===== config.mk =====
export PLATFORM = sky130hd
export DESIGN_NAME = rx_pause_detect
export DESIGN_NICKNAME = d
export VERILOG_FILES = /design/src/rtl/rx_pause_detect.sv
export SDC_FILE = /design/constraint.sdc
export NUM_CORES = 1
export LEC_CHECK = 0
export CAP_MARGIN = 40
export CORE_MARGIN = 4
export CORE_UTILIZATION = 45
export CTS_CLUSTER_DIAMETER = 40
export CTS_CLUSTER_SIZE = 30
export DETAILED_ROUTE_END_ITERATION = 8
export PLACE_DENSITY = 0.74
export RECOVER_POWER = 25
export SLEW_MARGIN = 20
export SYNTH_ARGS = -nofsm -noshare
export SYNTH_HDL_FRONTEND = slang
export SYNTH_SLANG_ARGS = --single-unit
export TNS_END_PERCENT = 20

===== constraint.sdc =====
create_clock -name clk -period 8.87 [get_ports clk]
set_input_delay 2.661 -clock clk [delete_from_list [all_inputs] [get_ports clk]]
set_output_delay 2.661 -clock clk [all_outputs]
set_load 0.02 [all_outputs]

===== src/rtl/rx_pause_detect.sv =====
`default_nettype none
// ============================================================================
// Module   : rx_pause_detect
// Brief    : Parses frames from the MAC receive byte interface, recognises
//            802.3x PAUSE frames (DA 01-80-C2-00-00-01, EtherType 88-08,
//            opcode 00-01, length >= 64) and runs the pause timer that
//            holds off the local transmitter.
//            Optional macro PAUSE_UNICAST_DA_EN: also accept PAUSE frames
//            addressed to STATION_ADDR.
// Revision : 1.0 - initial release
// ============================================================================
module rx_pause_detect #(
    parameter int          QUANTUM_CYCLES = 64,
    parameter logic [47:0] STATION_ADDR   = 48'h02_00_00_00_00_01
) (
    input  logic        clk,
    input  logic        reset,
    input  logic [7:0]  rx_mac_data,
    input  logic        rx_mac_valid,
    output logic        pause_active,
    output logic [15:0] pause_quanta,
    output logic [47:0] pause_src_addr,
    output logic        pause_frame_strobe,
    output logic [15:0] pause_frame_cnt
);

    // Parser states
    localparam logic [1:0] c_st_idle = 2'd0;
    localparam logic [1:0] c_st_hdr  = 2'd1;
    localparam logic [1:0] c_st_pad  = 2'd2;
    localparam logic [1:0] c_st_drop = 2'd3;

    // Sub-quantum counter sizing; at least one bit even for tiny quanta
    localparam int                 c_sub_w   = (QUANTUM_CYCLES > 2) ? $clog2(QUANTUM_CYCLES) : 1;
    localparam logic [c_sub_w-1:0] c_sub_max = c_sub_w'(QUANTUM_CYCLES - 1);

    localparam logic [47:0] c_pause_da  = 48'h01_80_C2_00_00_01;
    localparam logic [6:0]  c_min_len   = 7'd64;
    localparam logic [6:0]  c_last_hdr  = 7'd17;
    localparam logic [15:0] c_cnt_max   = 16'hFFFF;

    // Byte idx (0..5) of a 48-bit address, most significant byte first
    function automatic logic [7:0] addr_byte(input logic [47:0] addr, input logic [6:0] idx);
        logic [7:0] b;
        case (idx)
            7'd0:    b = addr[47:40];
            7'd1:    b = addr[39:32];
            7'd2:    b = addr[31:24];
            7'd3:    b = addr[23:16];
            7'd4:    b = addr[15:8];
            7'd5:    b = addr[7:0];
            default: b = 8'h00;
        endcase
        addr_byte = b;
    endfunction

    logic [1:0]         r_state;
    logic [1:0]         w_next_state;
    logic [6:0]         r_byte_idx;
    logic [6:0]         w_idx;
    logic               w_hdr_byte;
    logic               r_mc_ok;
    logic               w_mc_match;
    logic               w_uc_match;
    logic               w_da_ok;
    logic               w_hdr_ok;
    logic               w_frame_end;
    logic               w_accept;
    logic [47:0]        r_sa_shadow;
    logic [15:0]        r_pt_shadow;
    logic [15:0]        r_quanta_left;
    logic [c_sub_w-1:0] r_sub_cnt;
    logic [15:0]        r_pause_quanta;
    logic [47:0]        r_pause_src_addr;
    logic               r_strobe;
    logic [15:0]        r_frame_cnt;

`ifdef PAUSE_UNICAST_DA_EN
    logic               r_uc_ok;
`else
    logic               w_unused_station;
    assign w_unused_station = ^STATION_ADDR;
`endif

    // Index of the byte currently on the bus; byte 0 arrives while still in IDLE
    assign w_idx      = (r_state == c_st_idle) ? 7'd0 : r_byte_idx;
    assign w_hdr_byte = rx_mac_valid && ((r_state == c_st_idle) || (r_state == c_st_hdr));

    // On-the-fly header comparison of the current byte
    always_comb begin
        w_mc_match = (rx_mac_data == addr_byte(c_pause_da, w_idx)) &&
                     ((w_idx == 7'd0) || r_mc_ok);
`ifdef PAUSE_UNICAST_DA_EN
        w_uc_match = (rx_mac_data == addr_byte(STATION_ADDR, w_idx)) &&
                     ((w_idx == 7'd0) || r_uc_ok);
`else
        w_uc_match = 1'b0;
`endif
        w_da_ok = w_mc_match | w_uc_match;
        case (w_idx)
            7'd0, 7'd1, 7'd2, 7'd3, 7'd4, 7'd5: w_hdr_ok = w_da_ok;
            7'd12:   w_hdr_ok = (rx_mac_data == 8'h88);
            7'd13:   w_hdr_ok = (rx_mac_data == 8'h08);
            7'd14:   w_hdr_ok = (rx_mac_data == 8'h00);
            7'd15:   w_hdr_ok = (rx_mac_data == 8'h01);
            default: w_hdr_ok = 1'b1;
        endcase
    end

    // Parser state register
    always_ff @(posedge clk or posedge reset) begin
        if (reset) begin
            r_state <= c_st_idle;
        end else begin
            r_state <= w_next_state;
        end
    end

    // Parser next-state logic; every frame end returns to IDLE
    always_comb begin
        w_next_state = r_state;
        case (r_state)
            c_st_idle: begin
                if (rx_mac_valid) begin
                    w_next_state = w_hdr_ok ? c_st_hdr : c_st_drop;
                end
            end
            c_st_hdr: begin
                if (!rx_mac_valid) begin
                    w_next_state = c_st_idle;
                end else if (!w_hdr_ok) begin
                    w_next_state = c_st_drop;
                end else if (w_idx == c_last_hdr) begin
                    w_next_state = c_st_pad;
                end
            end
            c_st_pad: begin
                if (!rx_mac_valid) begin
                    w_next_state = c_st_idle;
                end
            end
            c_st_drop: begin
                if (!rx_mac_valid) begin
                    w_next_state = c_st_idle;
                end
            end
            default: w_next_state = c_st_idle;
        endcase
    end

    // Parser outputs: frame end and the acceptance decision
    always_comb begin
        w_frame_end = (r_state != c_st_idle) && !rx_mac_valid;
        w_accept    = w_frame_end && (r_state == c_st_pad) && (r_byte_idx >= c_min_len);
    end

    // Byte counter, DA match flags and shadow capture of SA / pause_time
    always_ff @(posedge clk or posedge reset) begin
        if (reset) begin
            r_byte_idx  <= 7'd0;
            r_mc_ok     <= 1'b0;
`ifdef PAUSE_UNICAST_DA_EN
            r_uc_ok     <= 1'b0;
`endif
            r_sa_shadow <= 48'd0;
            r_pt_shadow <= 16'd0;
        end else begin
            if (!rx_mac_valid) begin
                r_byte_idx <= 7'd0;
            end else if (r_state == c_st_idle) begin
                r_byte_idx <= 7'd1;
            end else if (r_byte_idx != c_min_len) begin
                r_byte_idx <= r_byte_idx + 7'd1;
            end

            if (w_hdr_byte && (w_idx <= 7'd5)) begin
                r_mc_ok <= w_mc_match;
`ifdef PAUSE_UNICAST_DA_EN
                r_uc_ok <= w_uc_match;
`endif
            end

            if (w_hdr_byte && (w_idx >= 7'd6) && (w_idx <= 7'd11)) begin
                r_sa_shadow <= {r_sa_shadow[39:0], rx_mac_data};
            end

            if (w_hdr_byte && ((w_idx == 7'd16) || (w_idx == 7'd17))) begin
                r_pt_shadow <= {r_pt_shadow[7:0], rx_mac_data};
            end
        end
    end

    // Publish results of an accepted frame; rejected shadows never get here
    always_ff @(posedge clk or posedge reset) begin
        if (reset) begin
            r_pause_quanta   <= 16'd0;
            r_pause_src_addr <= 48'd0;
            r_strobe         <= 1'b0;
            r_frame_cnt      <= 16'd0;
        end else begin
            r_strobe <= w_accept;
            if (w_accept) begin
                r_pause_quanta   <= r_pt_shadow;
                r_pause_src_addr <= r_sa_shadow;
                if (r_frame_cnt != c_cnt_max) begin
                    r_frame_cnt <= r_frame_cnt + 16'd1;
                end
            end
        end
    end

    // Pause timer; a fresh frame reloads and wins over the running decrement
    always_ff @(posedge clk or posedge reset) begin
        if (reset) begin
            r_quanta_left <= 16'd0;
            r_sub_cnt     <= '0;
        end else if (w_accept) begin
            r_quanta_left <= r_pt_shadow;
            r_sub_cnt     <= c_sub_max;
        end else if (r_quanta_left != 16'd0) begin
            if (r_sub_cnt == '0) begin
                r_sub_cnt     <= c_sub_max;
                r_quanta_left <= r_quanta_left - 16'd1;
            end else begin
                r_sub_cnt <= r_sub_cnt - 1'b1;
            end
        end
    end

    assign pause_active       = (r_quanta_left != 16'd0);
    assign pause_quanta       = r_pause_quanta;
    assign pause_src_addr     = r_pause_src_addr;
    assign pause_frame_strobe = r_strobe;
    assign pause_frame_cnt    = r_frame_cnt;

endmodule
`default_nettype wire


==> flow_summary.json <==
{
  "endpoint_kind": "primary output",
  "route.detailed.drc": 0,
  "finalMaxSlewViolations": 57,
  "port_buffers": 92,
  "reg2reg_depth": 8,
  "viasPerCell": 5.214,
  "synth_area_leaders": "dfrtp_1 58%, nand2_1 10%, mux2_2 6.9%",
  "violations": "max-capacitance violations, max-slew violations",
  "yosysMostFrequentCell": "nand2_1",
  "maxCapViolations": 1,
  "arrival_ps": 2620,
  "worstPathMaxFanout": 5,
  "coreArea_mm2": 0.01664,
  "synth_top_area_share": 0.5761,
  "cts_setup_buffers": 0,
  "cp-start-kind": "flop",
  "crit_buf_inv": 2,
  "grt_usage": 0.1691,
  "min_path_type": "reg2reg",
  "drt-initial-drc-count": 391,
  "synth_cell_type_count": 60,
  "outcome": "finished with violations",
  "rows": 47,
  "slew_headroom": -0.6683,
  "grt_pass1_vias": 5191,
  "cts_tree": "built",
  "reg2reg_slack_ps": 6220,
  "fin_crit_ps": 5281,
  "period_share": 0.5954,
  "powerDensity_mw_per_mm2": 173.6,
  "crit_chain": "inv_1, ha_1, nor4b_1, and4_1, nand2_1, clkdlybuf4s50_1",
  "cellLeakagePower_nw": 4.582,
  "via_count": 5391,
  "antenna_cells": 0,
  "die_x_um": 138.7,
  "fin_setup_tns_ps": 0,
  "synth_nets": 733,
  "timing.rr.end": "pause_frame_cnt[10]",
  "yosys_warnings": 0,
  "drive_gt1_frac": 0.1253,
  "syn_area_per_cell_um2": 10.74,
  "r2r_start": "r_byte_idx[6]",
  "clkSlewWorstSetupHoldPaths_ps": 70,
  "htree_levels": 4,
  "postSynth.asyncResetShare": 1.000,
  "grt.busiest_layer": "met2",
  "crit_required_ps": 6210,
  "start_util": 0.4620,
  "syn_area_mm2": 0.007689,
  "slowest_stage": "clkdlybuf4s50_1",
  "nets": 818,
  "crit_path_start": "r_quanta_left[0]",
  "dr.pass1.iters": 4,
  "max_stage_delay_ps": 580,
  "post_cts_resized": 0,
  "die_area_mm2": 0.01924,
  "crit_path_end": "pause_active",
  "syn_inst": 716,
  "cts-buffers-inserted": 17,
  "boundaryPins": 93,
  "synth_common_cells": "214 x nand2_1, 177 x dfrtp_1, 47 x mux2_2",
  "clk_latency_ps": 430,
  "met3_usage": 0.03310,
  "crit_type": "reg2out",
  "hold_viol": 0,
  "finalSetupViolCount": 0,
  "fmax_mhz": 189.4,
  "root_buffer": "clkbuf_16",
  "ys_seq_elements": 177,
  "path_depth": 6,
  "synth_edf_count": 0,
  "cts_hold_buf": 0,
  "routabilityCongestion": 0.8831,
  "clock_path_buffers": 2,
  "syn_to_final_growth_pct": 22.20,
  "grt_max_degree": 64,
  "rsz0062_at_grt": "false",
  "clock-sinks": 177,
  "vdd_drop_max_mv": 0.1465,
  "tightestPinTransition_ps": 2489,
  "hold-worst-slack_ps": 463.4,
  "die_height_um": 138.7,
  "synthFlopType": "dfrtp_1",
  "wl_per_cell_um": 15.50,
  "grt_use_met2": 0.2628,
  "grt_pass1_wl_um": 26740,
  "grt_util_met1": 0.2387,
  "finalClockSkew_ps": 9.191,
  "grt_overflow": 0,
  "antenna_found_initial": 0,
  "ys_seq_area_frac": 0.5761,
  "fill_cells": 1426,
  "postRouteAntennaNets": 0,
  "dp_hpwl_um": 10900,
  "totalWireLength_um": 16030,
  "synth_top_cell_by_area": "dfrtp_1",
  "cp_top_family": "simple AND/OR/NAND/NOR gates"
}
[area by class of cell]
type	count	area [um^2]	area share
clock inverter	14	177.7	0.01891
timing repair buffer	98	998.5	0.1063
clock buffer	18	429.2	0.04568
multi-input combinational	493	3032	0.3227
sequential	177	4429	0.4714
inverter	14	53.80	0.005726
tap	220	275.3	0.02930
[how the worst min path moves through the flow]
stage / startpoint / to / cells after the start
finish: r_sa_shadow[43] / pause_src_addr[43] / 2
global route: r_sa_shadow[42] / pause_src_addr[42] / 2
CTS: r_sa_shadow[43] / pause_src_addr[43] / 2
detailed placement: r_sa_shadow[43] / pause_src_addr[43] / 2
global placement: r_sa_shadow[43] / pause_src_addr[43] / 2
floorplan: r_sa_shadow[40] / pause_src_addr[40] / 2
[cells by family (layout without fill, tap and decap cells)]
logic type                 count (synthesis)  count (layout)  synth area share
adders and majority gates                  6               6          0.009764
AOI/OAI and AO/OA                         81              81           0.07063
and+or+nand+nor                          315             315            0.1863
muxes                                     67              67           0.09813
xor gates and xnor gates                  24              24           0.02734
buffers and inverters                     46             144           0.03173
DFF                                      177             177            0.5761
[worst reg2reg max path, stage by stage, from the launching register on]
cell	delay, ps
dfrtp_1	540
nand4bb_4	120
buf_4	270
buf_12	240
inv_2	530
nand2_1	150
or3_1	410
nor2_1	160
xor2_1	170
[layer usage]
metal	share of wire	up-vias	wire length, um
met2	0.48	103	7642
met4	0.010	0	168
met1	0.48	2662	7657
met3	0.035	13	560
met5	0	-	0
li1	-	2613	-
[layout by cell type (no fill, tap or decap), types with 4 or more instances in the layout]
cell type / Yosys / layout
clkbuf_16: 0 / 17
o21ai_0: 18 / 18
nor2_1: 25 / 25
nor3_1: 15 / 15
a21oi_1: 16 / 16
buf_4: 3 / 4
xor2_1: 12 / 12
mux2_2: 47 / 47
ha_1: 6 / 6
mux2_1: 20 / 20
a31oi_1: 5 / 5
nand2_1: 214 / 214
dfrtp_1: 177 / 177
a21boi_0: 6 / 6
nand4_1: 8 / 8
clkdlybuf4s50_1: 0 / 90
o31a_1: 4 / 4
inv_1: 13 / 12
xnor2_1: 12 / 12
and3_1: 4 / 4
nand3_1: 13 / 13
inv_6: 0 / 4
or3_1: 5 / 5
[sequential cells by signal (all words and copies together) (netlist names)]
name                cells
r_byte_idx              7
r_sub_cnt               6
r_sa_shadow            48
pause_frame_cnt        16
r_pt_shadow            16
pause_quanta           16
r_quanta_left          16
pause_frame_strobe      1
r_mc_ok                 1
pause_src_addr         48
r_state                 2
[report_power, final]
group / leakage, nW / internal, mW / switching (mW)
sequential: 2.42 / 0.811 / 0.00717
combinational: 1.86 / 0.0153 / 0.0276
clock: 0.301 / 0.449 / 0.321
total: 4.58 / 1.28 / 0.356
[per-stage QoR]
stage               power [mW]  worst slack [ps]  std cells    util  area [um^2]
floorplan               0.8600              1407        716       -         7689
global placement        0.8759              3330       1000  0.5254         8745
CTS                      1.647              3548       1034  0.5648         9399
finish                   1.631              3589       1034  0.5645         9395
global route             1.688              3071       1034  0.5645         9395
detailed placement      0.8781              3358       1002  0.5283         8792
Note: power is estimated with default switching activity, not from simulation.
